==> config.mk <==
export PLATFORM = sky130hd
export DESIGN_NAME = pio_in_capture_flat
export DESIGN_NICKNAME = d
export VERILOG_FILES = /design/src/rtl/pio_in_capture_pkg.sv /design/src/rtl/pio_in_capture_if.sv /design/src/rtl/pio_in_capture_debounce.sv /design/src/rtl/pio_in_capture.sv /design/src/flat_wrapper.sv
export SDC_FILE = /design/constraint.sdc
export NUM_CORES = 1
export LEC_CHECK = 0
export BUFFER_PORTS_ARGS = -buffer_cell sky130_fd_sc_hd__buf_4
export CAP_MARGIN = 20
export CORE_MARGIN = 3
export CORE_UTILIZATION = 55
export CTS_BUF_LIST = sky130_fd_sc_hd__clkbuf_16
export DETAILED_ROUTE_END_ITERATION = 10
export HOLD_SLACK_MARGIN = 0.12
export PLACE_DENSITY = 0.73
export SLEW_MARGIN = 20
export SYNTH_ARGS = -nofsm -noshare
export SYNTH_HDL_FRONTEND = slang
export SYNTH_SLANG_ARGS = --single-unit
export TNS_END_PERCENT = 5
==> constraint.sdc <==
create_clock -name clk -period 2.9 [get_ports clk]
set_clock_uncertainty 0.2 [all_clocks]
set_input_delay 0.58 -clock clk [delete_from_list [all_inputs] [get_ports clk]]
set_output_delay 0.58 -clock clk [all_outputs]
set_load 0.02 [all_outputs]
==> src/rtl/pio_in_capture_pkg.sv <==
// pio_pkg: shared constants for the input PIO.
//   - Avalon register addresses (DATA, DIR/reserved, IRQMASK, EDGECAPTURE)
//   - edge-type encodings for the EDGE_TYPE parameter
//   - edge_qual(): selects which debounced transitions count as captures
package pio_pkg;

    localparam logic [1:0] PIO_ADDR_DATA    = 2'd0;
    localparam logic [1:0] PIO_ADDR_DIR     = 2'd1;
    localparam logic [1:0] PIO_ADDR_IRQMASK = 2'd2;
    localparam logic [1:0] PIO_ADDR_EDGECAP = 2'd3;

    localparam int PIO_EDGE_RISE = 0;
    localparam int PIO_EDGE_FALL = 1;
    localparam int PIO_EDGE_ANY  = 2;

    function automatic logic edge_qual(input int edge_type, input logic rise, input logic fall);
        case (edge_type)
            PIO_EDGE_RISE: return rise;
            PIO_EDGE_FALL: return fall;
            default:       return rise | fall;
        endcase
    endfunction

endpackage

==> src/rtl/pio_in_capture_if.sv <==
// pio_in_capture_if: Avalon-MM slave bus for the input PIO.
//   address    2      register select
//   chipselect 1      slave select
//   write_n    1      active-low write strobe
//   writedata  WIDTH  write data
//   readdata   WIDTH  read data (driven by the slave, zero-wait)
interface pio_in_capture_if #(
    parameter int WIDTH = 8
);
    logic [1:0]       address;
    logic             chipselect;
    logic             write_n;
    logic [WIDTH-1:0] writedata;
    logic [WIDTH-1:0] readdata;

    modport master (
        output address, chipselect, write_n, writedata,
        input  readdata
    );

    modport slave (
        input  address, chipselect, write_n, writedata,
        output readdata
    );
endinterface

==> src/rtl/pio_in_capture_debounce.sv <==
// pio_debounce: one input bit -- 2-flop synchroniser, stability counter and
// debounced level, plus single-cycle rise/fall strobes.
//   clk, reset  system clock, synchronous active-high reset
//   din_i       asynchronous input bit
//   stable_o    debounced level (registered)
//   rise_o      stable_q is going 0->1 on the coming clk edge
//   fall_o      stable_q is going 1->0 on the coming clk edge
module pio_debounce #(
    parameter int   DEBOUNCE_CYCLES = 50000,
    parameter logic IDLE_BIT        = 1'b1
) (
    input  logic clk,
    input  logic reset,
    input  logic din_i,
    output logic stable_o,
    output logic rise_o,
    output logic fall_o
);
    localparam int CW = $clog2(DEBOUNCE_CYCLES + 1);

    logic          sync1_q, sync2_q;
    logic          stable_q, stable_d;
    logic [CW-1:0] cnt_q, cnt_d;

    // Any cycle where sync2 agrees with the accepted level restarts the count,
    // so only an uninterrupted run of DEBOUNCE_CYCLES disagreements is accepted.
    always_comb begin
        stable_d = stable_q;
        cnt_d    = cnt_q;
        if (sync2_q == stable_q) begin
            cnt_d = '0;
        end else if (cnt_q == CW'(DEBOUNCE_CYCLES - 1)) begin
            stable_d = sync2_q;
            cnt_d    = '0;
        end else begin
            cnt_d = cnt_q + CW'(1);
        end
    end

    always_ff @(posedge clk) begin
        if (reset) begin
            sync1_q  <= IDLE_BIT;
            sync2_q  <= IDLE_BIT;
            stable_q <= IDLE_BIT;
            cnt_q    <= '0;
        end else begin
            sync1_q  <= din_i;
            sync2_q  <= sync1_q;
            stable_q <= stable_d;
            cnt_q    <= cnt_d;
        end
    end

    // Strobes look ahead at stable_d so the capture register sets on the same
    // edge that the debounced level changes.
    assign stable_o = stable_q;
    assign rise_o   = !stable_q &&  stable_d;
    assign fall_o   =  stable_q && !stable_d;

endmodule

==> src/rtl/pio_in_capture.sv <==
// pio_in_capture: Avalon-MM input PIO with per-bit debounce, sticky edge
// capture and maskable level interrupt.
//   clk, reset  system clock, synchronous active-high reset
//   bus         Avalon-MM slave (address/chipselect/write_n/writedata/readdata)
//   in_port     asynchronous external inputs
//   irq         |(EDGECAPTURE & IRQMASK), level interrupt
// Registers: 0 DATA (ro), 1 reserved (reads 0), 2 IRQMASK (rw),
//            3 EDGECAPTURE (read, write-1-to-clear)
module pio_in_capture
    import pio_pkg::*;
#(
    parameter int               WIDTH           = 8,
    parameter int               DEBOUNCE_CYCLES = 50000,
    parameter int               EDGE_TYPE       = 1,
    parameter logic [WIDTH-1:0] IDLE_LEVEL      = 8'hFF
) (
    input  logic             clk,
    input  logic             reset,
    pio_in_capture_if.slave  bus,
    input  logic [WIDTH-1:0] in_port,
    output logic             irq
);
    logic [WIDTH-1:0] stable, rise, fall, edge_hit;
    logic [WIDTH-1:0] irqmask_q, irqmask_d;
    logic [WIDTH-1:0] edgecap_q, edgecap_d;
    logic             wr_en;

    for (genvar i = 0; i < WIDTH; i++) begin : g_bit
        pio_debounce #(
            .DEBOUNCE_CYCLES (DEBOUNCE_CYCLES),
            .IDLE_BIT        (IDLE_LEVEL[i])
        ) u_db (
            .clk      (clk),
            .reset    (reset),
            .din_i    (in_port[i]),
            .stable_o (stable[i]),
            .rise_o   (rise[i]),
            .fall_o   (fall[i])
        );
    end

    assign wr_en = bus.chipselect && !bus.write_n;

    always_comb begin
        edge_hit = '0;
        for (int i = 0; i < WIDTH; i++)
            edge_hit[i] = edge_qual(EDGE_TYPE, rise[i], fall[i]);
    end

    // Clear is applied before set so a same-cycle new edge survives the clear.
    always_comb begin
        irqmask_d = irqmask_q;
        edgecap_d = edgecap_q;
        if (wr_en && bus.address == PIO_ADDR_IRQMASK)
            irqmask_d = bus.writedata;
        if (wr_en && bus.address == PIO_ADDR_EDGECAP)
            edgecap_d = edgecap_q & ~bus.writedata;
        edgecap_d = edgecap_d | edge_hit;
    end

    always_ff @(posedge clk) begin
        if (reset) begin
            irqmask_q <= '0;
            edgecap_q <= '0;
        end else begin
            irqmask_q <= irqmask_d;
            edgecap_q <= edgecap_d;
        end
    end

    always_comb begin
        bus.readdata = '0;
        case (bus.address)
            PIO_ADDR_DATA:    bus.readdata = stable;
            PIO_ADDR_IRQMASK: bus.readdata = irqmask_q;
            PIO_ADDR_EDGECAP: bus.readdata = edgecap_q;
            default:          bus.readdata = '0;
        endcase
    end

    assign irq = |(edgecap_q & irqmask_q);

endmodule
==> src/flat_wrapper.sv <==
// flat-port wrapper written by rule: the top's interface ports become plain ports
module pio_in_capture_flat import pio_pkg::*;
#(
    parameter int               WIDTH           = 8,
    parameter int               DEBOUNCE_CYCLES = 50000,
    parameter int               EDGE_TYPE       = 1,
    parameter logic [WIDTH-1:0] IDLE_LEVEL      = 8'hFF
)
  (clk, reset, in_port, irq, bus_address, bus_chipselect, bus_write_n, bus_writedata, bus_readdata);
  pio_in_capture_if #(.WIDTH(WIDTH)) bus_i ();
  input  logic clk;
  input  logic reset;
  input  logic [WIDTH-1:0] in_port;
  output logic irq;
  input wire logic [$bits(bus_i.address)-1:0] bus_address;
  input wire logic [$bits(bus_i.chipselect)-1:0] bus_chipselect;
  input wire logic [$bits(bus_i.write_n)-1:0] bus_write_n;
  input wire logic [$bits(bus_i.writedata)-1:0] bus_writedata;
  output wire logic [$bits(bus_i.readdata)-1:0] bus_readdata;
  assign bus_i.address = bus_address;
  assign bus_i.chipselect = bus_chipselect;
  assign bus_i.write_n = bus_write_n;
  assign bus_i.writedata = bus_writedata;
  assign bus_readdata = bus_i.readdata;
  pio_in_capture #(.WIDTH(WIDTH), .DEBOUNCE_CYCLES(DEBOUNCE_CYCLES), .EDGE_TYPE(EDGE_TYPE), .IDLE_LEVEL(IDLE_LEVEL)) u_core (.clk(clk), .reset(reset), .bus(bus_i), .in_port(in_port), .irq(irq));
endmodule
==> results.yml, run 1 <==
routing:
  wire_per_inst_um: 13.89
  drt_pre_antenna_iters: 5
  via_count: 5606
  drt_iter0_drc: 395
  wl_um: 14210
  ant_nets: 0
  routed_via_density: 5.480
  residual_drc: 0
timing:
  tightest_hold_margin_ns: 0.1448
  report.final.setup_viol: 0
  fin_crit_ns: 2.416
  unrepaired_setup_endpoints_after_global_routing: "no"
  finalCritPeriodShare_pct: 83.30
  maxClockFrequency_mhz: 413.9
  slew_headroom_pct: 61.52
  finalMaxSlewViolations: 0
  final_hold_viol_count: 0
  setup_tns_ns: 0
  worst_pin_slew_ns: 0.5720
power:
  power_switching_w: 0.0009550
  p_int_w: 0.003805
  sw_frac_of_total_pct: 20.06
  power_per_cell_area_nw_per_um2: 578.0
  seqPwrFrac_pct: 49.0
  part_of_the_power_in_the_clock_network_pct: 48.5
  irDropWorstVdd_v: 0.0004648
  report.power.total_w: 0.004760
  p_leak_nw: 2.506
  p_comb_share_pct: 2.5
worst_setup_path:
  reg2reg_depth: 4
  critical-path-top-cell-by-count: "sky130_fd_sc_hd__buf_4"
  critPathMaxStageDelay_ns: 0.32
  rrSetupSlack_ns: 0.61
  critPathLaunchType: "input pin"
  last_element_of_the_critical_path: "bus_readdata[0]"
  timing.critical_path.to_type: "output pin"
  critical_path.top_delay_family: "buffers and inverters"
  worst-setup-path-type: "in2out"
  worst_ep_arrival_time_ns: 1.64
  worstSetupPathDepth: 5
  cpMaxStageDelayCell: "sky130_fd_sc_hd__nor2_1"
  crit-reg2reg-launch: "u_core.g_bit[3].u_db.cnt_q[7]$_SDFF_PP0_"
  worst_setup_path_startpoint: "bus_address[0]"
  critical_path_required_ns: 2.12
  regToRegEndpoint: "u_core.g_bit[3].u_db.cnt_q[8]$_SDFF_PP0_"
  critical_path.cell_chain: "buf_4, nor2_1, buf_4, a22o_1, buf_4"
  cp_max_fo: 11
  timing.critical_path.buf_inv: 3
grt:
  total_gr_overflow: 0
  grt_pass1_vias: 5447
  largest_net_degree_at_the_start_of_global_routing: 50
  global_route.usage.total_pct: 20.28
  antenna_found_initial: 0
  grt_pass1_wl_um: 24250
die:
  dieArea_um2: 14680
  floorplan.core_area_um2: 12770
  floorplan.rows: 41
  floorplan.die.height_um: 121.2
  initial_core_utilization_pct: 57.10
  die_w_um: 121.2
  top_level_pins: 31
cts:
  post_cts_buffers: 0
  tritoncts_clock_tree: "built"
  cts.htree.levels: 4
  cts_made_buffers: 17
  worstSkewPairLatency_ns: 0.42
  hold_buffers: 0
  cts_root_buf: "sky130_fd_sc_hd__clkbuf_16"
  cts_max_path_buffers: 2
  cts.repair.resized: 0
  clk_pin_slew_ns: 0.06
  cts.sink_count: 168
synth:
  edff_count_synth: 0
  synth_cell_types: 44
  synthDominantAreaCellType: "sky130_fd_sc_hd__dfxtp_1"
  top_area_cell_type_share_of_the_netlist_area_pct: 46.11
  synth.yosys.seq_area_share_pct: 46.11
  yosys_register_bits: 168
  yosys-top-cells-area: "sky130_fd_sc_hd__dfxtp_1 46%, sky130_fd_sc_hd__xnor2_1 12%, sky130_fd_sc_hd__nor2_1 8.2%, sky130_fd_sc_hd__nand3_1 2.9%, sky130_fd_sc_hd__nand4_1 2.7%"
  synth_fp_nets: 840
  netlist_area_um2: 7293
  synth-warning-count: 0
  synthCells: 810
  postSynth.topFlopCell: "sky130_fd_sc_hd__dfxtp_1"
  asyncSetResetFlopFracSynth_pct: 0
  synthesis.area_per_instance_um2: 9.004
layout:
  num-nets-final: 869
  n_antenna_cell: 0
  final_core_utilization_pct: 64.47
  layout-drive-gt1-share_pct: 11.16
  area_growth_syn_to_layout_pct: 12.92
place:
  place.gp.congestion: 0.8168
  io_buffer_count: 30
  dpl.hpwl_um: 9783
job:
  cap_viol_max_count: 0
outcome:
  result_of_the_run: "complete, no violations"
worst_hold_path:
  hp-class: "in2reg"
## cells in the final DEF, fill, tap and decap left out, types with 5 or more instances in the layout
cell type	netlist	layout
sky130_fd_sc_hd__nor4bb_1	7	6
sky130_fd_sc_hd__a21oi_1	8	8
sky130_fd_sc_hd__xnor2_1	100	100
sky130_fd_sc_hd__ha_1	8	8
sky130_fd_sc_hd__nand3_1	42	42
sky130_fd_sc_hd__or2_2	16	16
sky130_fd_sc_hd__nor3_1	32	32
sky130_fd_sc_hd__nor4_1	31	31
sky130_fd_sc_hd__a22o_1	8	8
sky130_fd_sc_hd__xor2_1	18	18
sky130_fd_sc_hd__nand4_1	32	32
sky130_fd_sc_hd__and3_1	5	5
sky130_fd_sc_hd__a211o_1	9	9
sky130_fd_sc_hd__clkbuf_16	0	17
sky130_fd_sc_hd__inv_1	34	36
sky130_fd_sc_hd__mux2i_1	8	8
sky130_fd_sc_hd__nand4b_1	7	7
sky130_fd_sc_hd__nor2_1	160	160
sky130_fd_sc_hd__dfxtp_1	168	168
sky130_fd_sc_hd__mux2_2	8	8
sky130_fd_sc_hd__nand2_1	42	42
sky130_fd_sc_hd__or3_1	6	6
sky130_fd_sc_hd__buf_4	2	32
## cell usage after synthesis, types with 7 or more instances
| master | number |
|---|---|
| sky130_fd_sc_hd__a211o_1 | 9 |
| sky130_fd_sc_hd__a21oi_1 | 8 |
| sky130_fd_sc_hd__a22o_1 | 8 |
| sky130_fd_sc_hd__clkbuf_1 | 13 |
| sky130_fd_sc_hd__dfxtp_1 | 168 |
| sky130_fd_sc_hd__ha_1 | 8 |
| sky130_fd_sc_hd__inv_1 | 34 |
| sky130_fd_sc_hd__mux2_2 | 8 |
| sky130_fd_sc_hd__mux2i_1 | 8 |
| sky130_fd_sc_hd__nand2_1 | 42 |
| sky130_fd_sc_hd__nand3_1 | 42 |
| sky130_fd_sc_hd__nand4_1 | 32 |
| sky130_fd_sc_hd__nand4b_1 | 7 |
| sky130_fd_sc_hd__nor2_1 | 160 |
| sky130_fd_sc_hd__nor3_1 | 32 |
| sky130_fd_sc_hd__nor4_1 | 31 |
| sky130_fd_sc_hd__nor4bb_1 | 7 |
| sky130_fd_sc_hd__or2_2 | 16 |
| sky130_fd_sc_hd__xnor2_1 | 100 |
| sky130_fd_sc_hd__xor2_1 | 18 |
## routing by layer
metal	up-vias	GRT usage, %	wire, um
met2	114	34.70	6940
li1	2841	-	-
met1	2631	24.53	6450
met5	-	0	0
met3	20	4.662	553
met4	0	8.543	269
## how the worst min path moves through the flow
stage	startpoint	end	slack, ns	depth (start not counted)
2_1_floorplan	u_core.g_bit[0].u_db.sync1_q$_SDFF_PP1_	u_core.g_bit[0].u_db.sync2_q$_SDFF_PP1_	0.19	1
4_1_cts	in_port[0]	u_core.g_bit[0].u_db.sync1_q$_SDFF_PP1_	0.13	2
3_5_place_dp	u_core.g_bit[4].u_db.sync1_q$_SDFF_PP1_	u_core.g_bit[4].u_db.sync2_q$_SDFF_PP1_	0.19	1
5_1_grt	in_port[0]	u_core.g_bit[0].u_db.sync1_q$_SDFF_PP1_	0.12	2
3_3_place_gp	u_core.g_bit[5].u_db.sync1_q$_SDFF_PP1_	u_core.g_bit[5].u_db.sync2_q$_SDFF_PP1_	0.19	1
6_report	in_port[4]	u_core.g_bit[4].u_db.sync1_q$_SDFF_PP1_	0.14	2
## state kept, by name (all words and copies together), names as in the netlist
register,cells
u_core.g_bit.u_db.stable_o,8
u_core.g_bit.u_db.sync1_q,8
u_core.irqmask_q,8
u_core.g_bit.u_db.sync2_q,8
u_core.g_bit.u_db.cnt_q,128
u_core.edgecap_q,8
## cells by family (layout without fill, tap and decap cells)
logic type,count (synthesis),count (layout),synth area share [%]
AO/OA/AOI/OAI,35,35,3.723
XOR/XNOR,118,118,14.17
adder cells (fa/ha/maj),8,8,1.373
buffers and inverters,56,97,3.534
flip-flops,168,168,46.11
multiplexers,16,16,2.333
AND/OR/NAND/NOR,409,409,28.75
## cell type report
| type | instances | area, um2 |
|---|---|---|
| Sequential cell | 168 | 3363 |
| Inverter | 34 | 127.6 |
| Fill cell | 1040 | 4538 |
| Clock buffer | 17 | 425.4 |
| Timing Repair Buffer | 32 | 240.2 |
| Tap cell | 172 | 215.2 |
| Clock inverter | 14 | 185.2 |
| Multi-Input combinational cell | 586 | 3679 |
## metrics by stage
step | setup WS (ns) | instances | cell area (um2)
CTS | 0.5169 | 1023 | 8235
floorplan | 0.5696 | 810 | 7293
finish | 0.4842 | 1023 | 8235
global placement | 0.5477 | 992 | 7625
global route | 0.4044 | 1023 | 8235
detailed placement | 0.5271 | 992 | 7625
## worst register-to-register path: stages, from the launching register on
cell and delay (ns):
sky130_fd_sc_hd__dfxtp_1 0.35, sky130_fd_sc_hd__or4b_1 0.56, sky130_fd_sc_hd__nor3b_1 0.44, sky130_fd_sc_hd__a21o_1 0.48
sky130_fd_sc_hd__nor2_1 0.12
## power by group through the flow
stage	combinational, W	clock, W	sequential [W]
after global placement	0.000114	0	0.00238
after floorplan	0.0000707	0	0.00238
final	0.000117	0.00231	0.00233
after detailed placement	0.000117	0	0.00239
after global routing	0.000128	0.00247	0.00233
after CTS	0.000118	0.00236	0.00233
Power figures use the tool's default switching activity.
==> run 2, diff against run 1 <==
Settings changed: PLACE_DENSITY 0.73 to 0.76.
Clock period 2.9 ns to 2.2 ns, I/O delays scaled along.
==> run 2 against run 1 <==
Compared with the run above:
- global-route usage is 0.42 points higher
- critical path depth decreased by 2
- cell count increased by 2.8%
- highest routed layer unchanged
- largest power group unchanged
- critical endpoint is now bus_readdata[6]
- first-iteration DRC count down 4.1%
- sequential cell count is the same
- core utilization is 1.8 points higher
- final area rose by 2.7%
- sequential share of layout area shrank 1.1 points
- sequential power rose by 32%
==> results.yml, run 2 (synthesis results as in run 1) <==
outcome:
  result_of_the_run: "complete, no violations"
power:
  report.power.total_w: 0.005902
  irDropWorstVdd_v: 0.0005275
  p_leak_nw: 2.628
  power_per_cell_area_nw_per_um2: 697.7
die:
  floorplan.die.height_um: 121.2
  top_level_pins: 31
  floorplan.core_area_um2: 12770
  floorplan.rows: 41
  initial_core_utilization_pct: 57.10
  die_w_um: 121.2
  dieArea_um2: 14680
layout:
  layout.cells.most_common_list: "168 x sky130_fd_sc_hd__dfxtp_1, 160 x sky130_fd_sc_hd__nor2_1, 100 x sky130_fd_sc_hd__xnor2_1"
  layout_commonest_cell: "sky130_fd_sc_hd__dfxtp_1"
  nFillCells: 991
  largest_reg_flops: 128
  layout-drive-gt1-share_pct: 12.05
  num-nets-final: 898
  area_growth_syn_to_layout_pct: 15.99
  n_antenna_cell: 0
  max_flop_register: "u_core.g_bit.u_db.cnt_q"
worst_setup_path:
  cpMaxStageDelayCell: "sky130_fd_sc_hd__dfxtp_1"
  critPathMaxStageDelay_ns: 0.35
  crit-reg2reg-launch: "u_core.g_bit[4].u_db.cnt_q[0]$_SDFF_PP0_"
  critical_path_required_ns: 1.56
  worst_ep_arrival_time_ns: 1.45
  regToRegEndpoint: "u_core.g_bit[4].u_db.cnt_q[0]$_SDFF_PP0_"
  worst-setup-path-type: "reg2out"
  timing.critical_path.to_type: "output pin"
  critical_path.cell_chain: "mux2_2, a22o_1, buf_4"
  cp_max_fo: 3
  critPathLaunchType: "flip-flop"
  reg2reg_depth: 5
  rrSetupSlack_ns: 0.18
  worst_setup_path_startpoint: "u_core.irqmask_q[6]$_SDFFE_PP0P_"
  last_element_of_the_critical_path: "bus_readdata[6]"
grt:
  antenna_found_initial: 0
  total_gr_overflow: 0
  grt_pass1_wl_um: 24760
  global_route.usage.total_pct: 20.70
  largest_net_degree_at_the_start_of_global_routing: 44
  grt_pass1_vias: 5585
timing:
  maxClockFrequency_mhz: 479.1
  setup_tns_ns: 0
  finalCritPeriodShare_pct: 94.87
  post_route_worst_setup_slack_ns: 0.1129
  fin_crit_ns: 2.087
  tightest_hold_margin_ns: 0.2145
  unrepaired_setup_endpoints_after_global_routing: "no"
  slew_headroom_pct: 57.16
  worst_pin_slew_ns: 0.6368
  finalMaxSlewViolations: 0
  final_hold_viol_count: 0
  report.final.setup_viol: 0
place:
  io_buffer_count: 30
  place.gp.congestion: 0.8571
  dpl.hpwl_um: 9954
  dp_slack_ns: 0.1273
routing:
  via_count: 5730
  wire_per_inst_um: 13.77
  ant_nets: 0
  routed_via_density: 5.447
  wl_um: 14490
  drt_pre_antenna_iters: 6
  residual_drc: 0
  drt_iter0_drc: 379
cts:
  cts_max_path_buffers: 2
  tritoncts_clock_tree: "built"
  cts_root_buf: "sky130_fd_sc_hd__clkbuf_16"
  clk_pin_slew_ns: 0.06
  cts.sink_count: 168
  worstSkewPairLatency_ns: 0.42
  cts.htree.levels: 4
  cts_made_buffers: 17
  post_cts_buffers: 0
worst_hold_path:
  hp-class: "reg2reg"
job:
  cap_viol_max_count: 0
run 2: layout make-up:
| class | count | area [um2] | share of cell area [%] |
|---|---|---|---|
| multi-input combinational | 586 | 3684 | 43.54 |
| sequential | 168 | 3363 | 39.76 |
| timing repair buffer | 61 | 548.0 | 6.478 |
| clock buffer | 17 | 425.4 | 5.029 |
| tap | 172 | 215.2 | 2.544 |
| inverter | 34 | 127.6 | 1.509 |
| clock inverter | 14 | 96.34 | 1.139 |
run 2: stage by stage:
| step | instances | utilization [%] | cell area (um2) |
|---|---|---|---|
| 2_1_floorplan | 810 | - | 7293 |
| 3_3_place_gp | 1005 | 60.85 | 7772 |
| 3_5_place_dp | 1005 | 60.85 | 7772 |
| 4_1_cts | 1052 | 66.19 | 8454 |
| 5_1_grt | 1052 | 66.23 | 8459 |
| 6_report | 1052 | 66.23 | 8459 |
run 2: layer usage:
layer | routed length [um] | up-vias | share of wire, % | track usage (%)
met5 | 0 | - | 0 | 0
met4 | 169 | 0 | 1.2 | 6.443
met3 | 629 | 16 | 4.3 | 5.501
met2 | 7245 | 119 | 50 | 35.81
met1 | 6442 | 2700 | 44 | 25.19
li1 | - | 2895 | - | -
run 2: report_power, final:
part	switching, W	internal [W]
logic	0.0000917	0.0000995
registers	0.0000140	0.00306
clock network	0.00112	0.00151
total	0.00122	0.00468
run 2: worst min path at each step:
stage | start | endpoint | slack, ns | depth (start not counted)
floorplan | u_core.g_bit[0].u_db.sync1_q$_SDFF_PP1_ | u_core.g_bit[0].u_db.sync2_q$_SDFF_PP1_ | 0.19 | 1
global route | u_core.g_bit[6].u_db.sync1_q$_SDFF_PP1_ | u_core.g_bit[6].u_db.sync2_q$_SDFF_PP1_ | 0.24 | 1
CTS | u_core.g_bit[1].u_db.sync1_q$_SDFF_PP1_ | u_core.g_bit[1].u_db.sync2_q$_SDFF_PP1_ | 0.22 | 1
finish | u_core.g_bit[1].u_db.sync1_q$_SDFF_PP1_ | u_core.g_bit[1].u_db.sync2_q$_SDFF_PP1_ | 0.21 | 1
detailed placement | u_core.g_bit[4].u_db.sync1_q$_SDFF_PP1_ | u_core.g_bit[4].u_db.sync2_q$_SDFF_PP1_ | 0.20 | 1
global placement | u_core.g_bit[4].u_db.sync1_q$_SDFF_PP1_ | u_core.g_bit[4].u_db.sync2_q$_SDFF_PP1_ | 0.19 | 1
run 2: what timing repair did:
item,4_1_cts,5_1_grt
gates resized for setup,0,1
setup endpoints to repair,0,16
endpoints found under the hold margin,22,0
hold buffers,16,0
run 2: critical path, delay by kind of cell (launching register included):
kind | cells | cell delay, ns
buffers and inverters | 1 | 0.16
AOI/OAI and AO/OA | 1 | 0.24
DFF | 1 | 0.35
muxes | 1 | 0.28
